**src/rtl/ext_serial_rx.sv**
```systemverilog
// rtl/ext_serial_rx.sv - receive end of the inter-board external serial link
//
// Deserializes LSB-first frames from ext_data_in using the shared oversample
// tick, buffers one byte for the local bus and answers the remote
// transmitter with an ack_out pulse of ACK_TICKS ticks per accepted frame.
// Optional even-parity bit after the data bits: define EXT_RX_PARITY_EN.
//
// Ports:
//   clk          system clock
//   reset        asynchronous active-low reset
//   tick         oversample enable, OVS pulses per bit
//   ext_data_in  serial line, idle high, asynchronous to clk
//   ack_out      frame-accepted handshake to the remote transmitter
//   rx_data      last accepted byte
//   rx_valid     rx_data holds an unread byte
//   rx_read      consumer pop, one clk wide
//   end_rx       one-clk pulse when rx_data is loaded
//   frame_err    sticky: bad stop bit or bad parity
//   overrun      sticky: good frame dropped, buffer full
//   err_clr      clears frame_err and overrun
//   state_rx     current FSM state for the debug display

module ext_serial_rx #(
  parameter int DATA_WIDTH = 8,
  parameter int OVS        = 16,
  parameter int ACK_TICKS  = 16
) (
  input  logic                  clk,
  input  logic                  reset,
  input  logic                  tick,
  input  logic                  ext_data_in,
  output logic                  ack_out,
  output logic [DATA_WIDTH-1:0] rx_data,
  output logic                  rx_valid,
  input  logic                  rx_read,
  output logic                  end_rx,
  output logic                  frame_err,
  output logic                  overrun,
  input  logic                  err_clr,
  output logic [2:0]            state_rx
);

  typedef enum logic [2:0] {
    ST_IDLE   = 3'd0,
    ST_START  = 3'd1,
    ST_DATA   = 3'd2,
    ST_PARITY = 3'd3,
    ST_STOP   = 3'd4,
    ST_ACK    = 3'd5,
    ST_ERR    = 3'd6
  } state_t;

  localparam int CNT_MAX = (OVS > ACK_TICKS) ? OVS : ACK_TICKS;
  localparam int CW      = $clog2(CNT_MAX + 1);
  localparam int BW      = $clog2(DATA_WIDTH + 1);

  localparam logic [CW-1:0] HALF_LAST = CW'(OVS / 2 - 1);
  localparam logic [CW-1:0] BIT_LAST  = CW'(OVS - 1);
  localparam logic [CW-1:0] ACK_LAST  = CW'(ACK_TICKS - 1);
  localparam logic [BW-1:0] DATA_LAST = BW'(DATA_WIDTH - 1);

  logic                  sync1_q, rxs_q;
  state_t                state_q, state_d;
  logic [CW-1:0]         tick_cnt_q, tick_cnt_d;
  logic [BW-1:0]         bit_cnt_q, bit_cnt_d;
  logic [DATA_WIDTH-1:0] shift_q, shift_d;
  logic [DATA_WIDTH-1:0] rx_data_q, rx_data_d;
  logic                  rx_valid_q, rx_valid_d;
  logic                  end_rx_q, end_rx_d;
  logic                  frame_err_q, frame_err_d;
  logic                  overrun_q, overrun_d;
  logic                  load, set_ferr, set_ovr;
  logic                  mid_bit;

  // Once the start bit is centred, a full bit period lands on every mid-bit.
  assign mid_bit = (tick_cnt_q == BIT_LAST);

  always_comb begin
    state_d    = state_q;
    tick_cnt_d = tick_cnt_q;
    bit_cnt_d  = bit_cnt_q;
    shift_d    = shift_q;
    load       = 1'b0;
    set_ferr   = 1'b0;
    set_ovr    = 1'b0;
    if (tick) begin
      case (state_q)
        ST_IDLE: begin
          if (!rxs_q) begin
            state_d    = ST_START;
            tick_cnt_d = '0;
          end
        end
        ST_START: begin
          if (tick_cnt_q == HALF_LAST) begin
            if (rxs_q) begin
              state_d = ST_IDLE;
            end else begin
              state_d    = ST_DATA;
              tick_cnt_d = '0;
              bit_cnt_d  = '0;
            end
          end else begin
            tick_cnt_d = tick_cnt_q + 1'b1;
          end
        end
        ST_DATA: begin
          if (mid_bit) begin
            tick_cnt_d = '0;
            shift_d    = {rxs_q, shift_q[DATA_WIDTH-1:1]};
            bit_cnt_d  = bit_cnt_q + 1'b1;
            if (bit_cnt_q == DATA_LAST) begin
`ifdef EXT_RX_PARITY_EN
              state_d = ST_PARITY;
`else
              state_d = ST_STOP;
`endif
            end
          end else begin
            tick_cnt_d = tick_cnt_q + 1'b1;
          end
        end
`ifdef EXT_RX_PARITY_EN
        ST_PARITY: begin
          if (mid_bit) begin
            tick_cnt_d = '0;
            if ((^shift_q) ^ rxs_q) begin
              set_ferr = 1'b1;
              state_d  = ST_ERR;
            end else begin
              state_d = ST_STOP;
            end
          end else begin
            tick_cnt_d = tick_cnt_q + 1'b1;
          end
        end
`endif
        ST_STOP: begin
          if (mid_bit) begin
            tick_cnt_d = '0;
            if (!rxs_q) begin
              set_ferr = 1'b1;
              state_d  = ST_ERR;
            end else if (!rx_valid_q || rx_read) begin
              load    = 1'b1;
              state_d = ST_ACK;
            end else begin
              // No ack: the remote side retransmits on its ack timeout.
              set_ovr = 1'b1;
              state_d = ST_IDLE;
            end
          end else begin
            tick_cnt_d = tick_cnt_q + 1'b1;
          end
        end
        ST_ACK: begin
          if (tick_cnt_q == ACK_LAST) begin
            state_d    = ST_IDLE;
            tick_cnt_d = '0;
          end else begin
            tick_cnt_d = tick_cnt_q + 1'b1;
          end
        end
        ST_ERR: begin
          // Wait for the line to go idle so a stuck-low line is one error.
          if (rxs_q) state_d = ST_IDLE;
        end
        default: state_d = ST_IDLE;
      endcase
    end
  end

  // Buffer and flag paths stay live between ticks; a set/load beats a clear.
  always_comb begin
    rx_data_d   = load ? shift_q : rx_data_q;
    rx_valid_d  = load ? 1'b1 : (rx_read ? 1'b0 : rx_valid_q);
    end_rx_d    = load;
    frame_err_d = set_ferr ? 1'b1 : (err_clr ? 1'b0 : frame_err_q);
    overrun_d   = set_ovr ? 1'b1 : (err_clr ? 1'b0 : overrun_q);
  end

  always_ff @(posedge clk or negedge reset) begin
    if (!reset) begin
      sync1_q     <= 1'b1;
      rxs_q       <= 1'b1;
      state_q     <= ST_IDLE;
      tick_cnt_q  <= '0;
      bit_cnt_q   <= '0;
      shift_q     <= '0;
      rx_data_q   <= '0;
      rx_valid_q  <= 1'b0;
      end_rx_q    <= 1'b0;
      frame_err_q <= 1'b0;
      overrun_q   <= 1'b0;
    end else begin
      sync1_q     <= ext_data_in;
      rxs_q       <= sync1_q;
      state_q     <= state_d;
      tick_cnt_q  <= tick_cnt_d;
      bit_cnt_q   <= bit_cnt_d;
      shift_q     <= shift_d;
      rx_data_q   <= rx_data_d;
      rx_valid_q  <= rx_valid_d;
      end_rx_q    <= end_rx_d;
      frame_err_q <= frame_err_d;
      overrun_q   <= overrun_d;
    end
  end

  assign ack_out   = (state_q == ST_ACK);
  assign rx_data   = rx_data_q;
  assign rx_valid  = rx_valid_q;
  assign end_rx    = end_rx_q;
  assign frame_err = frame_err_q;
  assign overrun   = overrun_q;
  assign state_rx  = state_q;

endmodule

```
**config.mk**
```make
export PLATFORM = sky130hd
export DESIGN_NAME = ext_serial_rx
export DESIGN_NICKNAME = d
export VERILOG_FILES = /design/src/rtl/ext_serial_rx.sv
export SDC_FILE = /design/constraint.sdc
export NUM_CORES = 1
export LEC_CHECK = 0
export CAP_MARGIN = 0
export CORE_MARGIN = 2
export CORE_UTILIZATION = 55
export CTS_CLUSTER_SIZE = 8
export DETAILED_ROUTE_END_ITERATION = 8
export GPL_TIMING_DRIVEN = 1
export PLACE_DENSITY = 0.8
export SETUP_SLACK_MARGIN = 0.3
export SYNTH_ARGS = -nofsm -noshare
export SYNTH_HDL_FRONTEND = slang
export SYNTH_SLANG_ARGS = --single-unit
```
**constraint.sdc**
```tcl
create_clock -name clk -period 4.3 [get_ports clk]
set_input_delay 0.43 -clock clk [delete_from_list [all_inputs] [get_ports clk]]
set_output_delay 0.43 -clock clk [all_outputs]
set_load 0.02 [all_outputs]
```
; ---- After elaboration in Yosys (flattened, before gate mapping)
; Cells that the tools add are included.
; W data, S select, Z words.
[word_totals]
elab_cells = 80
input_bits = 6
out_inout_bits = 16
ff_bits = 34
[op_classes]
eq_ne = 16
n_reduce_logical = 13
add_sub_neg = 2
mux = 38
[ops]
columns = cell, count
row1 = $mux W3, 9
row2 = $mux W1, 19
row3 = $pmux W3 S6, 1
row4 = $mux W5, 3
row5 = $pmux W5 S3, 1
row6 = $ne A2 B2 Y1 const B, 7
row7 = $mux W4, 3
row8 = $eq A3 B3 Y1 const B, 3
row9 = $pmux W4 S2, 1
row10 = $reduce_and A8 Y1, 1
row11 = $reduce_bool A2 Y1, 4
row12 = $add A5 B1 Y5 const B, 1
row13 = $eq A5 B3 Y1 const B, 1
row14 = $eq A5 B4 Y1 const B, 1
row15 = $reduce_and A5 Y1, 1
row16 = $add A4 B1 Y4 const B, 1
row17 = $eq A4 B3 Y1 const B, 1
row18 = $eq A3 B1 Y1 const B, 1
row19 = $eq A3 B2 Y1 const B, 1
row20 = $logic_not A3 Y1, 1
row21 = $reduce_and A3 Y1, 1
row22 = $reduce_bool A3 Y1, 1
row23 = $reduce_or A3 Y1, 1
row24 = $mux W2, 1
row25 = other kinds (4), 4

; ---- Logic depth before layout (Yosys ltp)
[depth]
ltp_word = 8
depth_mapped = 7

; ---- Worst setup path before layout
; Ideal clock, no wire load.
[synth_timing]
kind = reg2reg
start = register tick_cnt_q[0]
end = register state_q[0] (netlist: state_rx[0])
setup_ns = 0.125
slack_ns = 2.544
arrival_ns = 1.631
n_path_buf = 1
period_less_slack_ns = 1.756
path_stages_with_launch = 8
path_cell_list = dfrtp_1 ha_1 and4b_1 buf_4 o21bai_1 o31ai_1 nor2_1 mux2_2
[synth_via]
elab_chain_cells = 3
elab_cells_between_ends = 7
[synth_lines]
columns = element, line_no
row1 = "start, declared", 64  ; logic [CW-1:0] tick_cnt_q, tick_cnt_d;
row2 = "start signal, assigned", 199  ; tick_cnt_q <= tick_cnt_d;
row3 = $eq A5 B3 Y1 / $eq A5 B4 Y1 (equally long branches), "95, 76, 157"
row4 = $ne A2 B2 Y1 (no line) / $ne A2 B1 Y1 (equally long branches), --
row5 = $reduce_and A8 Y1 (no line) *, --
row6 = "end signal, assigned", 198  ; state_q <= state_d;
row7 = "end, declared", 63  ; state_t state_q, state_d;
; Every way passes the cells marked *; elsewhere a longest branch is shown, timed or not.
; A chain may end at the register's enable or synchronous reset.

; ---- Worst setup path after layout
[layout_timing]
start = register state_q[2] (netlist: state_rx[2])
end = output ack_out
[layout_via]
elab_chain_cells = 1
[layout_lines]
columns = element, line_no
row1 = $eq A3 B3 Y1, 210  ; assign ack_out = (state_q == ST_ACK);
row2 = "end, declared", 32  ; output logic ack_out,
; No other way between the ends.

==> metrics.log <==
[metrics] run status: completed
[metrics] Vias: 1130
[metrics] pin count of the biggest net entering global routing: 35
[metrics] clock tree from TritonCTS: done
[metrics] setup bufs post-CTS: 0
[metrics] fin crit share: 0.5541
[metrics] Post-Route Setup TNS: 0 ps
[metrics] final number of max-transition violations: 0
[metrics] buffers from clock root to sink, at most: 2
[metrics] yosys synthesis warning count: 0
[metrics] Largest delay share family, worst path: flip-flops
[metrics] routed wire length: 2.783 mm
[metrics] instance count along the most critical hold path: 0
[metrics] via count of the first global-routing pass: 1049
[metrics] Buf/Inv on CP: 1
[metrics] Worst Reg-to-Reg Cells: 6
[metrics] Hold-fix buffers, CTS: 0
[metrics] Diodes inserted: 0
[metrics] footprint of the multi-input gates: 716.9 sq um
[metrics] area taken by flip-flops and latches: 853.3 sq um
[metrics] residual antenna-violating net count after detailed routing: 0
[metrics] Total GRT Usage: 0.1935
[metrics] leakage: 0.0008587 uW
[metrics] minimum period implied by the final worst setup slack: 2383 ps
[metrics] violation count after the first detailed-route iteration: 24
[metrics] die extent in y: 58.20 microns
[metrics] Hold Violations, Final: 0
[metrics] syn_area_per_cell: 11.62 sq um
[metrics] clock buffer count from CTS: 5
[metrics] # H-tree levels: 2
[metrics] max-cap check violation count: 0
[metrics] ratio of cells with drive above 1 in the final layout: 0.2086
[metrics] CP arrival: 1950 ps
[metrics] cts repair resizes: 0
[metrics] Die Wd: 58.20 microns
[metrics] net count after synthesis: 148
[metrics] Final Net Count: 171
[metrics] final hold slack: 363.5 ps
[metrics] CP cell instances: nor2b_1 > and2_1 > clkdlybuf4s50_1
[metrics] sequential fraction of the synthesis area: 0.5283
[metrics] critical path type: reg2out
[metrics] highest-delay cell along the critical path: sky130_fd_sc_hd__dfrtp_1
[metrics] clock transition at the registers of the reported paths: 100 ps
[metrics] Util after Layout: 0.6838
[metrics] post-synthesis register bit count: 34
[metrics] Synth Cell Area: 1615 sq um
[metrics] path class of the lowest-slack min-delay path: reg2reg
[metrics] initial core utilization: 0.5807
[metrics] half-perimeter wire length after placement: 1.999 mm
[metrics] global-route wire length before repair: 4.795 mm
[metrics] insertion delay to the later sink of the worst-skew pair: 330 ps
[metrics] kind of end point of the critical path: output port
[metrics] highest-count cells in the layout ignoring fill and taps: sky130_fd_sc_hd__dfrtp_1, sky130_fd_sc_hd__clkdlybuf4s50_1, sky130_fd_sc_hd__mux2_2
[metrics] average wire per standard cell: 14.35 microns
[metrics] Synth-to-Final Area Change: 17.74%
[metrics] cell count after synthesis: 139
[metrics] required arrival time at the worst endpoint: 3870 ps
[metrics] total grt overflow: 0
[metrics] detailed-routing iteration count for the pre-antenna-repair pass: 4
[metrics] filler instances: 215
[metrics] Core Box Area: 2781 sq um
[metrics] slowest stage delay, CP: 650 ps
[metrics] detailed-route vias per instance: 5.825
[metrics] post-route setup slack: 1917 ps
[metrics] number of library cell types mapped by synthesis: 41
[metrics] port bufs: 21
[metrics] number of top-level design ports: 22
[metrics] RSZ-0062 raised after global routing: no
[metrics] number of design rule violations left after detail routing: 0
[metrics] Worst slew margin: 0.5860
[metrics] full die area: 3387 sq um
[metrics] f_max: 419.7 MHz
[metrics] count of standard-cell rows: 19
[metrics] Worst Skew: 3.690 ps
[metrics] slew of the pin with the lowest slew margin: 615.7 ps
[metrics] depth of the critical timing path with buffers and inverters included: 3
[metrics] most common cell after layout, fill and taps aside: sky130_fd_sc_hd__dfrtp_1
[metrics] final weighted congestion in routability-driven placement: 0.8443
[metrics] CP Max Fanout: 15
[metrics] clock tree root buffer cell: sky130_fd_sc_hd__clkbuf_4
[metrics] number of sinks handled by clock tree synthesis: 34
[metrics] nature of the critical path startpoint: flip-flop
[metrics] total of endpoints with negative setup slack in the final report: 0
[metrics] pre-CTS setup slack: 2248 ps
[metrics] initial antenna violation count: 0
[metrics] PD cells: 412.4 nW/um^2
[metrics] Peak VDD IR: 270.1 uV
## area by class of cell
type                       count  share of cell area
sequential                    34              0.4487
multi-input combinational     95              0.3770
timing repair buffer          22              0.1145
clock buffer                   7             0.02895
tap                           31             0.02039
inverter                       4            0.007895
clock inverter                 1            0.002632
## report_power, final
| group | leakage, uW | total, uW | internal, uW | switching, uW |
|---|---|---|---|---|
| Combinational | 0.000364 | 193 | 94.4 | 98.3 |
| Sequential | 0.000459 | 413 | 351 | 62.5 |
| Clock | 0.0000353 | 178 | 79.2 | 99.2 |
| Total | 0.000859 | 784 | 524 | 260 |
## per-layer routing
metal | part of all wire | global-route usage
met1 | 0.45 | 0.2519
met5 | 0 | 0
met3 | 0.043 | 0.04464
met2 | 0.49 | 0.2955
met4 | 0.017 | 0.1163
## worst paths after layout
check                           slack, ps      endpoint          start
min in group asynchronous             480  bit_cnt_q[2]          reset
max in group asynchronous            3490       sync1_q          reset
worst max-delay path                 1920       ack_out    state_rx[2]
worst min-delay path                  360         rxs_q        sync1_q
worst max register to register       2270   state_rx[1]  tick_cnt_q[0]
worst min register to register        360         rxs_q        sync1_q
## logic make-up (layout without fill, tap and decap cells)
logic type / count (synthesis) / in the layout / synth area share
simple gates: 42 / 42 / 0.1658
flops: 34 / 34 / 0.5283
compound gates: 30 / 30 / 0.1177
mux: 19 / 19 / 0.1317
buf+inv: 10 / 34 / 0.02788
fa+ha+maj: 3 / 3 / 0.02324
xor+xnor: 1 / 1 / 0.005423
## stage by stage
step / cell area, sq um / power, uW / std cells
6_report: 1902 / 784.4 / 194
5_1_grt: 1902 / 834.3 / 194
4_1_cts: 1902 / 791.8 / 194
3_5_place_dp: 1842 / 611.9 / 186
3_3_place_gp: 1842 / 603.6 / 186
2_1_floorplan: 1615 / 551.8 / 139
## sequential cells by signal (all words and copies together) (netlist names), 3 cells and up
signal / flops
bit_cnt_q: 4
rx_data: 8
shift_q: 8
state_rx: 3
tick_cnt_q: 5
## Yosys cell counts, drive strengths merged
cell type,instances,share of area
a21boi,1,0.0046
a21o,1,0.0046
a21oi,2,0.0062
a22o,1,0.0054
a31o,1,0.0054
a32o,1,0.0062
and2,2,0.0077
and3b,1,0.0054
and4b,1,0.0062
buf,4,0.014
clkbuf,2,0.0046
dfrtp,32,0.50
dfstp,2,0.033
ha,3,0.023
inv,4,0.0093
mux2,18,0.13
mux2i,1,0.0062
nand2,12,0.028
nand2b,1,0.0039
nand3,5,0.019
nand3b,2,0.0093
nand4,1,0.013
nor2,6,0.024
nor2b,2,0.0077
nor3,2,0.0062
nor3b,2,0.012
nor4b,1,0.0054
nor4bb,1,0.0062
o211ai,1,0.0046
o21ai,14,0.043
o21bai,2,0.0093
o22ai,2,0.0077
o311ai,2,0.011
o31ai,2,0.0093
or2,1,0.0039
or3,2,0.0077
xnor2,1,0.0054
## worst register-to-register path, delay by kind of cell, from the launching register on
family	cells	cell delay [ps]
DFF	1	390
AOI/OAI and AO/OA	2	320
adders and majority gates	1	250
and+or+nand+nor	2	620
muxes	1	350
Note: power is estimated with default switching activity, not from simulation.
